<file path="config.mk">
export PLATFORM = sky130hd
export DESIGN_NAME = uart_rx_deserializer
export DESIGN_NICKNAME = d
export VERILOG_FILES = /design/src/rtl/uart_rx_deserializer.sv
export SDC_FILE = /design/constraint.sdc
export NUM_CORES = 1
export LEC_CHECK = 0
export BUFFER_PORTS_ARGS = -buffer_cell sky130_fd_sc_hd__buf_4
export CAP_MARGIN = 20
export CORE_ASPECT_RATIO = 0.5
export CORE_MARGIN = 5
export CORE_UTILIZATION = 52
export CTS_CLUSTER_DIAMETER = 200
export DETAILED_ROUTE_END_ITERATION = 10
export GPL_TIMING_DRIVEN = 0
export PLACE_DENSITY = 0.75
export SYNTH_ARGS = -nofsm -noshare
export SYNTH_HDL_FRONTEND = slang
export SYNTH_SLANG_ARGS = --single-unit
</file>
<file path="constraint.sdc">
create_clock -name clk -period 2.55 [get_ports clk]
set_input_delay 0.765 -clock clk [delete_from_list [all_inputs] [get_ports clk]]
set_output_delay 0.765 -clock clk [all_outputs]
set_load 0.02 [all_outputs]
</file>
<file path="src/rtl/uart_rx_deserializer.sv">
// 8N1 UART receiver: 2-flop synchronized line, mid-bit sampling, valid/ready byte output
// with framing-error and overrun pulses.
module uart_rx_deserializer #(
  parameter int unsigned CLKS_PER_BIT = 10417,
  parameter int unsigned HALF_BIT     = CLKS_PER_BIT / 2
) (
  input  logic       clk,
  input  logic       reset,
  input  logic       rx,
  output logic [7:0] rx_data,
  output logic       rx_valid,
  input  logic       rx_ready,
  output logic       framing_err,
  output logic       overrun,
  output logic       busy
);

  localparam logic [15:0] BitLast  = 16'(CLKS_PER_BIT - 1);
  localparam logic [15:0] HalfLast = 16'(HALF_BIT - 1);

  typedef enum logic [2:0] {StIdle, StStart, StData, StStop, StBreak} state_e;

  state_e      state_q, state_d;
  logic [15:0] cnt_q, cnt_d;
  logic [2:0]  idx_q, idx_d;
  logic [7:0]  shift_q, shift_d;
  logic [7:0]  rx_data_q, rx_data_d;
  logic        rx_valid_q, rx_valid_d;
  logic        fe_q, fe_d;
  logic        ov_q, ov_d;
  logic        rx_meta_q, rx_s_q;

  always_ff @(posedge clk) begin
    if (!reset) begin
      state_q    <= StIdle;
      cnt_q      <= '0;
      idx_q      <= '0;
      shift_q    <= '0;
      rx_data_q  <= '0;
      rx_valid_q <= 1'b0;
      fe_q       <= 1'b0;
      ov_q       <= 1'b0;
      rx_meta_q  <= 1'b1;
      rx_s_q     <= 1'b1;
    end else begin
      state_q    <= state_d;
      cnt_q      <= cnt_d;
      idx_q      <= idx_d;
      shift_q    <= shift_d;
      rx_data_q  <= rx_data_d;
      rx_valid_q <= rx_valid_d;
      fe_q       <= fe_d;
      ov_q       <= ov_d;
      rx_meta_q  <= rx;
      rx_s_q     <= rx_meta_q;
    end
  end

  always_comb begin
    state_d    = state_q;
    cnt_d      = cnt_q + 16'd1;
    idx_d      = idx_q;
    shift_d    = shift_q;
    rx_data_d  = rx_data_q;
    rx_valid_d = rx_valid_q;
    fe_d       = 1'b0;
    ov_d       = 1'b0;

    if (rx_valid_q && rx_ready) begin
      rx_valid_d = 1'b0;
    end

    unique case (state_q)
      StIdle: begin
        if (!rx_s_q) begin
          state_d = StStart;
          cnt_d   = '0;
        end
      end
      StStart: begin
        if (cnt_q == HalfLast) begin
          cnt_d = '0;
          if (!rx_s_q) begin
            state_d = StData;
            idx_d   = '0;
          end else begin
            state_d = StIdle;
          end
        end
      end
      StData: begin
        if (cnt_q == BitLast) begin
          cnt_d   = '0;
          shift_d = {rx_s_q, shift_q[7:1]};
          idx_d   = idx_q + 3'd1;
          if (idx_q == 3'd7) begin
            state_d = StStop;
          end
        end
      end
      StStop: begin
        if (cnt_q == BitLast) begin
          cnt_d = '0;
          if (rx_s_q) begin
            state_d = StIdle;
            // A byte handed off this same cycle frees the holding register.
            if (!rx_valid_q || rx_ready) begin
              rx_data_d  = shift_q;
              rx_valid_d = 1'b1;
            end else begin
              ov_d = 1'b1;
            end
          end else begin
            fe_d    = 1'b1;
            state_d = StBreak;
          end
        end
      end
      StBreak: begin
        if (rx_s_q) begin
          state_d = StIdle;
          cnt_d   = '0;
        end
      end
      default: begin
        state_d = StIdle;
        cnt_d   = '0;
      end
    endcase
  end

  assign rx_data     = rx_data_q;
  assign rx_valid    = rx_valid_q;
  assign framing_err = fe_q;
  assign overrun     = ov_q;
  assign busy        = (state_q != StIdle);

endmodule
</file>
## Word-level counts from Yosys, hierarchy flattened

Cells that the tools add are included.

| cells by class | value |
|---|---|
| add/subtract/negate cells | 2 |
| equal/unequal tests | 14 |
| multiplexer cells | 25 |
| reductions and logical operators | 13 |

Operators by type and width:

| operator | number |
|---|---|
| 16-bit 2-to-1 mux | 4 |
| 16-bit one-hot mux with 4 select lines | 1 |
| 3-bit 2-to-1 mux | 10 |
| 16-bit by 1-bit adder with 16-bit output, second input constant | 1 |
| 16-bit by 13-bit equality test with 1-bit output, second input constant | 1 |
| 16-bit by 14-bit equality test with 1-bit output, second input constant | 1 |
| 3-bit one-hot mux with 5 select lines | 1 |
| 2-bit inequality test, second input constant | 7 |
| 4-bit AND reduction | 3 |
| 1-bit 2-to-1 mux | 7 |
| 3-bit by 2-bit equality test with 1-bit output, second input constant | 2 |
| 3-bit equality test, second input constant | 2 |
| 3-bit one-hot mux with 2 select lines | 1 |
| 6-bit AND reduction | 1 |
| 3-bit by 1-bit adder with 3-bit output, second input constant | 1 |
| 3-bit by 1-bit equality test with 1-bit output, second input constant | 1 |
| 3-bit logical NOT | 1 |
| 3-bit AND reduction | 1 |
| 3-bit nonzero test | 1 |
| 2-bit 2-to-1 mux | 1 |
| 2-bit AND reduction | 1 |
| 2-bit nonzero test | 1 |
| 2-bit OR reduction | 1 |
| 1-bit logical AND | 1 |
| 2 further kinds | 2 |

| storage, ports and cells | value |
|---|---|
| bits in registers | 43 |
| input port bits | 4 |
| output and inout bits | 12 |
| word-level logic and storage cells | 64 |

## Longest topological paths before layout

| depth | value |
|---|---|
| word-level depth | 6 |
| depth in mapped cells | 9 |
| depth with buffers taken out | 7 |

## Worst setup path before layout

OpenSTA, ideal clock, no wires.

| timing path | value |
|---|---|
| path type | flip-flop to flip-flop |
| start | reg cnt_q[3] |
| end | reg rx_data_q[0], in the netlist rx_data[0] |
| arrival time | 2.354 ns |
| required time | 2.434 ns |
| setup slack | 0.080 ns |
| cell stages (with the launch flop) | 8 |
| path buffers | 2 |
| path through | dfxtp_1 -> or4b_4 -> or4_1 -> buf_2 -> or4_4 -> buf_6 -> mux2i_1 -> nor2b_1 |

| between the ends | value |
|---|---|
| word-level cells in the longest chain between the ends | 2 |

Ends and longest elaborated chain:

| what | RTL line | text |
|---|---|---|
| start, declared | 24 | `logic [15:0] cnt_q, cnt_d;` |
| start signal, assigned | 47 | `cnt_q <= cnt_d;` |
| 16-bit by 14-bit equality test with 1-bit output | 102 | `if (cnt_q == BitLast) begin` |
| 4-bit AND reduction (no line) | n/a |  |
| end signal, assigned | 50 | `rx_data_q <= rx_data_d;` |
| end, declared | 27 | `logic [7:0] rx_data_q, rx_data_d;` |

No other way between the ends.
A chain may end at the register's enable or synchronous reset.

## Worst setup path after layout

| timing path | value |
|---|---|
| start | reg cnt_q[3] |
| end | reg rx_data_q[1], in the netlist rx_data[1] |

The elaborated chain is that of the path after synthesis.

==> reports/summary.txt <==
share of layout cells above drive strength 1 -> 0.1303
GRT Util Overall -> 0.1506
Hold Buf Count CTS -> 0
maxcap violations -> 0
# rows -> 15
Hold Path Class -> reg2reg
PnR worst setup slack -> 100.4 ps
Synth Area in Compound Gates -> 0.07335
synthesized cell area -> 1911 um2
M2 GR Usage -> 0.2624
Seq/Total Area, Yosys -> 0.4506
YS warnings -> 0
slowest stage delay, CP -> 550 ps
post-synth cell types -> 38
drt wl/cell -> 11.49 um
Tcrit/Tclk final -> 0.9606
clock latency on the worst-skew pair -> 300 ps
DRT iter0 DRCs -> 43
Simple-Gate Fraction of Synth Area -> 0.2999
DRT antenna net count -> 0
Worst setup SP type -> flip-flop
outcome -> completed
grt met3 use -> 0.06392
hold path cells -> 1
setup_tns -> 0 ps
Die Width -> 95.72 um
actual slew at the worst max-slew pin -> 454.2 ps
worst setup path start -> cnt_q[3]
TritonCTS clock tree -> built
crit-path cells -> or4b_4 > or4_1 > buf_4 > or4_4 > mux2i_1 > nor2b_1
CP arrival -> 2650 ps
Placement Cell Area -> 2087 um2
n_diodes -> 0
NetSw -> 0.3506 mW
asr flop ratio synth -> 0
Sink Count -> 43
P per Cell Area -> 639.6 nW/um2
Post-layout nets -> 245
Post-Synth Adder-Cell Area -> 0.02620
CTS Root Cell -> clkbuf_8
met1 Use GR -> 0.1700
FF-to-FF path depth -> 6
total power draw -> 1.401 mW
clock-pin transition on the worst setup and hold timing paths -> 80 ps
gr busiest metal -> met2
Max Root-Sink Buffers -> 2
multiplexer area fraction after synthesis -> 0.04715
syn nets -> 225
CP Class -> reg2reg
PortBufs -> 15
chip height -> 52.86 um
Final Hold Fails -> 0
I/O pin count -> 16
sw frac -> 0.2502
total number of vias -> 1455
Clock power frac -> 0.377
critical path's slowest cell -> or4b_4
hold slack -> 411.6 ps
largest family of logic cells by synthesized area -> simple AND/OR/NAND/NOR gates
instance count on the critical path -> 6
Starting Density -> 0.5473
design area -> 2191 um2
Fmax achieved -> 0.4082 GHz
Die ar. -> 5060 um2
cell internal pwr -> 1.051 mW
CP Data Required Time -> 2750 ps
CP endpoint kind -> flip-flop
synth-to-layout area growth -> 14.67%
Post-CTS Setup Bufs -> 0
setup violators final -> 0
DP HPWL -> 2.414 mm
worst path bufs/invs -> 1
clock skew -> 9.730 ps
RSZ-0062 raised after global routing -> yes
Post-synth EDFFs -> 0
Core Area -> 3491 um2
Tmin final -> 2450 ps
pre-CTS WS -> -39.27 ps
largest net degree at the start of global routing -> 17
FILL cells -> 301
H-Tree Depth -> 2
Gate power share -> 0.117
CTS buffer count -> 5
synthesized instance count -> 217
Seq cells post-synth -> 43
Residual DRC -> 0
FF-to-FF Start -> cnt_q[3]
GP Congestion -> 0.8406
XOR/XNOR Fraction of Synth Area -> 0.06876
gr ovfl total -> 0
initial antenna violation count -> 0
dominant synthesized flop cell -> dfxtp_1
Pre-antenna DRT Iters -> 4
worst-path maximum fanout -> 8
first-pass GRT wire length -> 5.802 mm
Hold Path Origin -> rx_meta_q
cell family with most CP delay -> simple AND/OR/NAND/NOR gates
peak supply drop -> 0.3265 mV
relative slew slack -> 0.6944
Routed WL -> 3.321 mm
Post-Syn Area per Cell -> 8.805 um2
Max Slew Vio Count -> 0
Vias per Instance -> 5.035
sequential share of power -> 0.506
vias in the first global route -> 1335
Pleak -> 0.8478 nW
power groups by stage:
stage / clock (mW) / combinational (mW) / sequential (mW)
after floorplan: 0 / 0.127 / 0.720
after global placement: 0 / 0.164 / 0.723
after detailed placement: 0 / 0.166 / 0.725
after CTS: 0.541 / 0.164 / 0.709
after global routing: 0.579 / 0.186 / 0.715
final: 0.529 / 0.164 / 0.708
area by class of cell:
class                           count  area [um2]  share of cell area
Tap cell                           51       63.81             0.02913
Clock inverter                      3       43.79             0.01999
Sequential cell                    43       862.1              0.3935
Timing Repair Buffer               15       112.6             0.05140
Clock buffer                        5       68.82             0.03141
Multi-Input combinational cell    159       985.9              0.4500
Inverter                            3       11.26            0.005140
Buffer                             10       42.54             0.01942
metal layers:
layer / up-vias / part of all wire
li1: 765 / -
met1: 663 / 0.48
met2: 23 / 0.46
met3: 4 / 0.053
met4: 0 / 0.0093
met5: - / 0
stage by stage:
stage / util / instances
after floorplan: - / 217
after global placement: 0.5978 / 283
after detailed placement: 0.5978 / 283
after CTS: 0.6269 / 289
after global routing: 0.6276 / 289
final: 0.6276 / 289
synth_stat cells, types with 2 or more instances:
cell type | count | share of area
nand3_1 | 7 | 0.018
inv_1 | 3 | 0.0059
and3_1 | 3 | 0.0098
xor2_1 | 8 | 0.037
nor2b_1 | 11 | 0.036
nor4_1 | 3 | 0.0098
clkbuf_1 | 10 | 0.020
dfxtp_1 | 43 | 0.45
nor2_1 | 27 | 0.053
nand4_1 | 4 | 0.013
mux2i_1 | 9 | 0.047
nand2b_1 | 4 | 0.013
a21boi_0 | 10 | 0.039
or4bb_1 | 2 | 0.012
nand2_1 | 34 | 0.067
a21o_1 | 2 | 0.0079
xnor2_1 | 7 | 0.032
nor3_1 | 5 | 0.013
nand3b_1 | 3 | 0.012
ha_1 | 4 | 0.026
flip-flops by register name, indices dropped and copies added (netlist names):
| signal | count |
|---|---|
| idx_q | 3 |
| state_q | 3 |
| rx_data | 8 |
| overrun | 1 |
| rx_valid | 1 |
| rx_meta_q | 1 |
| rx_s_q | 1 |
| shift_q | 8 |
| framing_err | 1 |
| cnt_q | 16 |
cell usage in the layout (no fill, tap or decap), types with 2 or more instances in the layout:
cell type  Yosys  final
dfxtp_1       43     42
nand2_1       34     34
nor2_1        27     27
buf_4          0     16
nor2b_1       11     11
a21boi_0      10     10
mux2i_1        9      9
clkbuf_1      10      8
xor2_1         8      8
xnor2_1        7      7
nand3_1        7      7
nor3_1         5      5
clkbuf_8       0      5
nand2b_1       4      4
nand4_1        4      4
ha_1           4      4
inv_1          3      3
nor4_1         3      3
nand3b_1       3      3
and3_1         3      3
or4bb_1        2      2
final timing paths:
check	to	slack, ps
worst max-delay path	rx_data[1]	100
worst min-delay path	rx_s_q	410
worst max register to register	rx_data[1]	100
worst min register to register	rx_s_q	410
cells by family (layout without fill, tap and decap cells):
logic type      count (synthesis)  count (layout)
simple gates                  112             112
buf+inv                        15              36
compound gates                 19              19
flops                          43              43
xor+xnor                       15              15
fa+ha+maj                       4               4
mux                             9               9
what timing repair did:
item / CTS / global route
resized for setup: 2 / 3
endpoints found under the setup margin: 9 / 21
hold endpoints to repair: 0 / 0
pin swaps: 1 / 0
(Power assumes the default switching activity.)
